==> src/rtl/mag_to_log_val.sv <==
// ---------------------------------------------------------------------------
// mag_to_log_val : 4-stage magnitude -> 8-bit log code with per-frame peak.
// Rev 1.0
// ---------------------------------------------------------------------------
`default_nettype none

module mag_to_log_val #(
  parameter int MAG_W     = 32,
  parameter int FRAC_BITS = 3,
  parameter int FLOOR     = 0
) (
  input  logic             clk,
  input  logic             rst,
  input  logic [MAG_W-1:0] mag,
  input  logic             valid_in,
  input  logic             last_in,
  output logic [7:0]       log_val,
  output logic             valid_out,
  output logic             last_out,
  output logic [7:0]       frame_peak,
  output logic             frame_peak_valid
);

  localparam int IDX_W     = $clog2(MAG_W);
  localparam int RAW_W     = IDX_W + FRAC_BITS;
  localparam int WIN_W     = MAG_W + FRAC_BITS;
  localparam int WIN_IDX_W = $clog2(WIN_W);

  // stage 1
  logic [MAG_W-1:0] mag_s1_q, mag_s1_d;
  logic             v_s1_q, v_s1_d, l_s1_q, l_s1_d;
  // stage 2
  logic [MAG_W-1:0] mag_s2_q, mag_s2_d;
  logic [IDX_W-1:0] idx_s2_q, idx_s2_d;
  logic             zero_s2_q, zero_s2_d, v_s2_q, v_s2_d, l_s2_q, l_s2_d;
  // stage 3
  logic [RAW_W-1:0] raw_s3_q, raw_s3_d;
  logic             zero_s3_q, zero_s3_d, v_s3_q, v_s3_d, l_s3_q, l_s3_d;
  // stage 4 and peak tracking
  logic [7:0]       log_val_q, log_val_d, acc_q, acc_d;
  logic [7:0]       frame_peak_q, frame_peak_d;
  logic             valid_out_q, valid_out_d, last_out_q, last_out_d;
  logic             fpv_q, fpv_d;

  logic [WIN_W-1:0] window;
  logic [FRAC_BITS-1:0] frac;
  int               diff;
  logic [7:0]       sat, log_new, peak_new;

  always_comb begin
    mag_s1_d  = mag;
    v_s1_d    = valid_in;
    l_s1_d    = last_in & valid_in;

    idx_s2_d  = '0;
    for (int i = 0; i < MAG_W; i++) begin
      if (mag_s1_q[i]) idx_s2_d = IDX_W'(i);
    end
    zero_s2_d = ~|mag_s1_q;
    mag_s2_d  = mag_s1_q;
    v_s2_d    = v_s1_q;
    l_s2_d    = l_s1_q;

    // Zero bits appended below the LSB give the right-padding for small idx.
    window    = {mag_s2_q, {FRAC_BITS{1'b0}}};
    frac      = window[WIN_IDX_W'(idx_s2_q) +: FRAC_BITS];
    raw_s3_d  = {idx_s2_q, frac};
    zero_s3_d = zero_s2_q;
    v_s3_d    = v_s2_q;
    l_s3_d    = l_s2_q;

    diff      = int'(raw_s3_q) - FLOOR;
    if (diff < 0)        sat = 8'd0;
    else if (diff > 255) sat = 8'd255;
    else                 sat = diff[7:0];
    log_new   = zero_s3_q ? 8'd0 : sat;
    peak_new  = (acc_q > log_new) ? acc_q : log_new;

    valid_out_d  = v_s3_q;
    log_val_d    = v_s3_q ? log_new : log_val_q;
    last_out_d   = v_s3_q ? l_s3_q  : last_out_q;
    acc_d        = acc_q;
    frame_peak_d = frame_peak_q;
    fpv_d        = 1'b0;
    if (v_s3_q) begin
      if (l_s3_q) begin
        frame_peak_d = peak_new;
        fpv_d        = 1'b1;
        acc_d        = 8'd0;
      end else begin
        acc_d        = peak_new;
      end
    end
  end

  always_ff @(posedge clk) begin
    if (rst) begin
      mag_s1_q     <= '0;
      v_s1_q       <= 1'b0;
      l_s1_q       <= 1'b0;
      mag_s2_q     <= '0;
      idx_s2_q     <= '0;
      zero_s2_q    <= 1'b0;
      v_s2_q       <= 1'b0;
      l_s2_q       <= 1'b0;
      raw_s3_q     <= '0;
      zero_s3_q    <= 1'b0;
      v_s3_q       <= 1'b0;
      l_s3_q       <= 1'b0;
      log_val_q    <= '0;
      valid_out_q  <= 1'b0;
      last_out_q   <= 1'b0;
      acc_q        <= '0;
      frame_peak_q <= '0;
      fpv_q        <= 1'b0;
    end else begin
      mag_s1_q     <= mag_s1_d;
      v_s1_q       <= v_s1_d;
      l_s1_q       <= l_s1_d;
      mag_s2_q     <= mag_s2_d;
      idx_s2_q     <= idx_s2_d;
      zero_s2_q    <= zero_s2_d;
      v_s2_q       <= v_s2_d;
      l_s2_q       <= l_s2_d;
      raw_s3_q     <= raw_s3_d;
      zero_s3_q    <= zero_s3_d;
      v_s3_q       <= v_s3_d;
      l_s3_q       <= l_s3_d;
      log_val_q    <= log_val_d;
      valid_out_q  <= valid_out_d;
      last_out_q   <= last_out_d;
      acc_q        <= acc_d;
      frame_peak_q <= frame_peak_d;
      fpv_q        <= fpv_d;
    end
  end

  assign log_val          = log_val_q;
  assign valid_out        = valid_out_q;
  assign last_out         = last_out_q;
  assign frame_peak       = frame_peak_q;
  assign frame_peak_valid = fpv_q;

endmodule

`default_nettype wire

==> config.mk <==
export PLATFORM = sky130hd
export DESIGN_NAME = mag_to_log_val
export DESIGN_NICKNAME = d
export VERILOG_FILES = /design/src/rtl/mag_to_log_val.sv
export SDC_FILE = /design/constraint.sdc
export NUM_CORES = 1
export LEC_CHECK = 0
export CAP_MARGIN = 0
export CORE_MARGIN = 4
export CORE_UTILIZATION = 60
export CTS_CLUSTER_SIZE = 10
export DETAILED_ROUTE_END_ITERATION = 16
export PLACE_DENSITY_LB_ADDON = 0.15
export SETUP_SLACK_MARGIN = 0.1
export SYNTH_ARGS = -nofsm -noshare
export SYNTH_HDL_FRONTEND = slang
export SYNTH_SLANG_ARGS = --single-unit
export TNS_END_PERCENT = 10
==> constraint.sdc <==
create_clock -name clk -period 4.95 [get_ports clk]
set_input_delay 0.99 -clock clk [delete_from_list [all_inputs] [get_ports clk]]
set_output_delay 0.99 -clock clk [all_outputs]
set_load 0.02 [all_outputs]
# Word level (Yosys, flattened, before mapping)
# Cells that the tools add are included.
[totals] latchBits=0 ff_bits=112 mem_bits_ro=0 memories=0 ramBits=0 inputBits=36
[classes] eq_ne=0 shift=1 n_addsub=0 n_mux=37 multipliers=0 reduce_logical=4 order_cmp=3 div=0 bitwise_logic=2
[ops] op="$mux 5" n=30
[ops] op="$mux 8" n=5
[ops] op="$shiftx 35x6->3" n=1
[ops] op="$reduce_or 32->1" n=1
[ops] op="$gt 8x8->1" n=1
[ops] op="$gt 8x8->1 const B" n=1
[ops] op="$lt 8x1->1 const B" n=1
[ops] op="$mux 1" n=2
[ops] op="$reduce_and 2->1" n=1
[ops] op="$reduce_or 2->1" n=1
[ops] op="$and 1x1->1" n=1
[ops] op="$logic_not 1->1" n=1
[ops] op="$not 1->1" n=1

# Logic depth before layout (Yosys ltp)
[depth] depth_word=31 depth_mapped=10 depth_no_buf=8

# Worst setup path after synthesis
# No wires, ideal clock.
[synth_timing] path_type="register to register" from="register zero_s3_q" to="register frame_peak_q[5] (netlist: frame_peak[5])" t_required_ns=4.859 slack_ns=2.781 stages_incl_launch_ff=11 arrival_ns=2.078 cell_sequence="dfxtp_1 -> nor2b_1 -> inv_1 -> ha_1 -> a21o_1 -> a21oi_1 -> and4b_1 -> buf_2 -> buf_2 -> o21ai_1 -> a311oi_1"
[synth_via] elab_chain_cells=3
[synth_rtl] element="start: declaration" line="38" source="logic zero_s3_q, zero_s3_d, v_s3_q, v_s3_d, l_s3_q, l_s3_d;"
[synth_rtl] element="start signal: assignment" line="126" source="zero_s3_q <= zero_s3_d;"
[synth_rtl] element="$mux 8 (*)" line="76" source="log_new = zero_s3_q ? 8'd0 : sat;"
[synth_rtl] element="$gt 8x8->1" line="77" source="peak_new = (acc_q > log_new) ? acc_q : log_new;"
[synth_rtl] element="$mux 8 (*)" line="77"
[synth_rtl] element="end signal: assignment" line="133" source="frame_peak_q <= frame_peak_d;"
[synth_rtl] element="end: declaration" line="41" source="logic [7:0] frame_peak_q, frame_peak_d;"
# Mark *: on every way between the ends. The rest lies on a longest branch, timed or not.
# A chain may end at the register's enable or synchronous reset.

# Worst setup path in the final report
[layout_timing] from="register zero_s3_q" to="register frame_peak_q[7] (netlist: frame_peak[7])"
# The elaborated chain is that of the path after synthesis.

==> results.py <==
metrics = {
    "final_layout": {
        "fillCellCount": 559,
        "drive_gt1_share_pct": 6.72,
        "final_area_mm2": 0.00539,
        "num_antenna_cells": 0,
        "fin_nets": 545,
        "multiInputGateArea_mm2": 0.00224,
        "area_growth_pct": 16.0,
        "fin_util_pct": 73.1,
        "regArea_mm2": 0.00222,
    },
    "clock_network": {
        "clock_latency_ns": 0.37,
        "clock-sinks": 111,
        "clk_path_buf_depth": 2,
        "cts_made_buffers": 9,
        "post_cts_resized": 0,
        "postCtsSetupBuffers": 0,
        "cts_hold_buffers": 0,
        "cts-htree-levels": 3,
        "root_buffer": "clkbuf_8",
        "cts_tree": "yes",
        "clk_pin_slew_ns": 0.10,
    },
    "synthesis": {
        "synth_top_cell_by_area": "dfxtp_1",
        "synth-main-ff-cell": "dfxtp_1",
        "yosysWarningCount": 0,
        "yosysSeqAreaShare_pct": 47.8,
        "ys_ff_latch": 111,
        "avgSynthCellArea_um2": 10.0,
        "syn_inst": 464,
        "synth_edf_count": 0,
        "ys_async_sr_fraction_pct": 0,
        "mappedNetlistArea_mm2": 0.00464,
        "synth_cell_types": 47,
        "synth_top_area_share_pct": 47.8,
        "synth_area_leaders": "dfxtp_1, nor2b_1, mux4_2",
        "synth_nets": 508,
    },
    "die": {
        "core_mm2": 0.00737,
        "die_h_um": 96.0,
        "die_x_um": 96.0,
        "die-area_mm2": 0.00921,
        "core.rowCount": 31,
        "start_util_pct": 63.0,
        "io_pins": 55,
    },
    "drt": {
        "vias": 3359,
        "routedWlPerCell_um": 14.4,
        "wirelength_um": 8740,
        "antenna_left": 0,
        "routed_via_density": 5.55,
        "drc": 0,
        "initialDrtViolationCount": 164,
        "first_pass_iters": 4,
    },
    "timing": {
        "fin_tns_setup_ns": 0,
        "fin_crit_sh_pct": 56.7,
        "rsz0062_at_grt": "false",
        "fmax_mhz": 356,
        "worstMarginPinSlew_ns": 1.00,
        "clock_skew_ns": 0.0108,
        "final-hold-violation-count": 0,
        "finalMaxSlewViolations": 0,
        "setup_viol": 0,
        "period_needed_ns": 2.81,
        "slew_headroom_pct": 33.1,
    },
    "worst_setup_path": {
        "path_class": "reg2reg",
        "critPathMaxFanout": 16,
        "endpoint_kind": "register",
        "cp_slowest_stage_delay_ns": 0.63,
        "worstPathArrival_ns": 3.08,
        "crit_required_ns": 5.23,
        "start_kind": "register",
        "path_delay_family": "compound AO/OA/AOI/OAI gates",
        "crit_path_cell_trace": "nor2b_1, inv_1, ha_1, a21o_1, a21oi_1, and4b_1, o21ai_0, a311oi_1",
        "crit_buf_inv": 1,
        "cp_slowest_cell": "and4b_1",
    },
    "placement": {
        "dpl.hpwl_um": 6350,
        "dpl-instance-area_mm2": 0.00519,
        "port_buffers": 54,
        "place.gp.congestion": 0.875,
    },
    "power_and_ir_drop": {
        "ir_drop_v": 0.000251,
        "power.leakage_nw": 1.97,
        "p_per_area_mw_per_mm2": 413,
        "power.total_mw": 2.23,
    },
    "status": {
        "status": "complete, no violations",
    },
    "global_route": {
        "grt_first_pass_wirelength_um": 14600,
        "grt_pass1_vias": 3181,
        "grt_max_degree": 110,
        "grtUsageTotal_pct": 20.5,
        "grt_overflow_total": 0,
        "antenna_found_initial": 0,
    },
    "job": {
        "cap_viol_max_count": 0,
    },
    "min_path": {
        "min_path_type": "reg2reg",
    },
}
-- synthesized netlist by cell type (3+ instances only) --
cell	count
nand3_1	13
inv_1	15
a21oi_1	13
mux4_2	15
o21ai_0	9
mux2i_1	24
nor2_1	40
o21ai_1	3
nor4_1	6
a211oi_1	10
ha_1	8
clkbuf_1	19
a311oi_1	8
buf_2	6
nand2_1	10
a22oi_1	8
a21boi_0	7
nor3_1	17
dfxtp_1	111
a21o_1	3
nor2b_1	82
and2_1	3
o211ai_1	3
-- cell type report --
type | count | share of cell area, %
Multi-Input combinational cell | 309 | 41.6
Inverter | 15 | 1.05
Clock inverter | 6 | 1.16
Clock buffer | 10 | 2.56
Sequential cell | 111 | 41.3
Timing Repair Buffer | 55 | 10.1
Tap cell | 99 | 2.30
-- cell usage in the layout (no fill, tap or decap), drive strengths merged, types with 10 or more instances in the layout --
cell and count:
a21oi 13, nor3 17, dfxtp 111, nor2 40
clkdlybuf4s50 53, nand3 13, nand2 10, mux2i 24
a211oi 10, o21ai 12, nor2b 82, clkbuf 10
inv 17, mux4 15
-- state kept, by name, summed over array words and instances, names as in the netlist --
signal            count
log_val               8
valid_out             1
frame_peak_valid      1
mag_s2_q             31
raw_s3_q              8
v_s2_q                1
last_out              1
l_s2_q                1
l_s3_q                1
zero_s3_q             1
frame_peak            8
v_s3_q                1
v_s1_q                1
mag_s1_q             32
idx_s2_q              5
zero_s2_q             1
l_s1_q                1
acc_q                 8
-- cell families after synthesis --
logic type | share of synthesized area (%)
AO/OA/AOI/OAI | 12.4
AND/OR/NAND/NOR | 20.7
buffers and inverters | 3.96
adder cells (fa/ha/maj) | 2.16
multiplexers | 12.9
flip-flops | 47.8
-- through the flow --
step / hold slack (ns) / cells / setup slack (ns)
after floorplan: 0.414 / 464 / 2.78
after global placement: 0.424 / 589 / 2.21
after detailed placement: 0.432 / 589 / 2.19
after CTS: 0.452 / 605 / 2.16
after global routing: 0.470 / 605 / 1.99
final: 0.450 / 605 / 2.14
-- path summary, 6_finish.rpt --
| check | startpoint | endpoint | slack [ns] | cells after the start |
|---|---|---|---|---|
| worst max-delay path | zero_s3_q$_SDFF_PP0_ | frame_peak[7]$_SDFFE_PP0P_ | 2.14 | 8 |
| worst min-delay path | v_s1_q$_SDFF_PP0_ | v_s2_q$_SDFF_PP0_ | 0.45 | 1 |
| worst max register to register | zero_s3_q$_SDFF_PP0_ | frame_peak[7]$_SDFFE_PP0P_ | 2.14 | 8 |
| worst min register to register | v_s1_q$_SDFF_PP0_ | v_s2_q$_SDFF_PP0_ | 0.45 | 1 |
-- routing by layer --
layer,track usage [%],vias to the layer above,wire length [um]
met5,0,-,0
met1,24.4,1545,3690
li1,-,1713,-
met2,36.3,91,4490
met3,4.07,10,420
met4,7.46,0,137
-- report_power, final --
part           switching (mW)  total, mW  internal, mW
clock network           0.311      0.520         0.209
logic                   0.390      0.659         0.268
registers              0.0805       1.05         0.965
No activity file was read; power rests on OpenSTA's default activity.
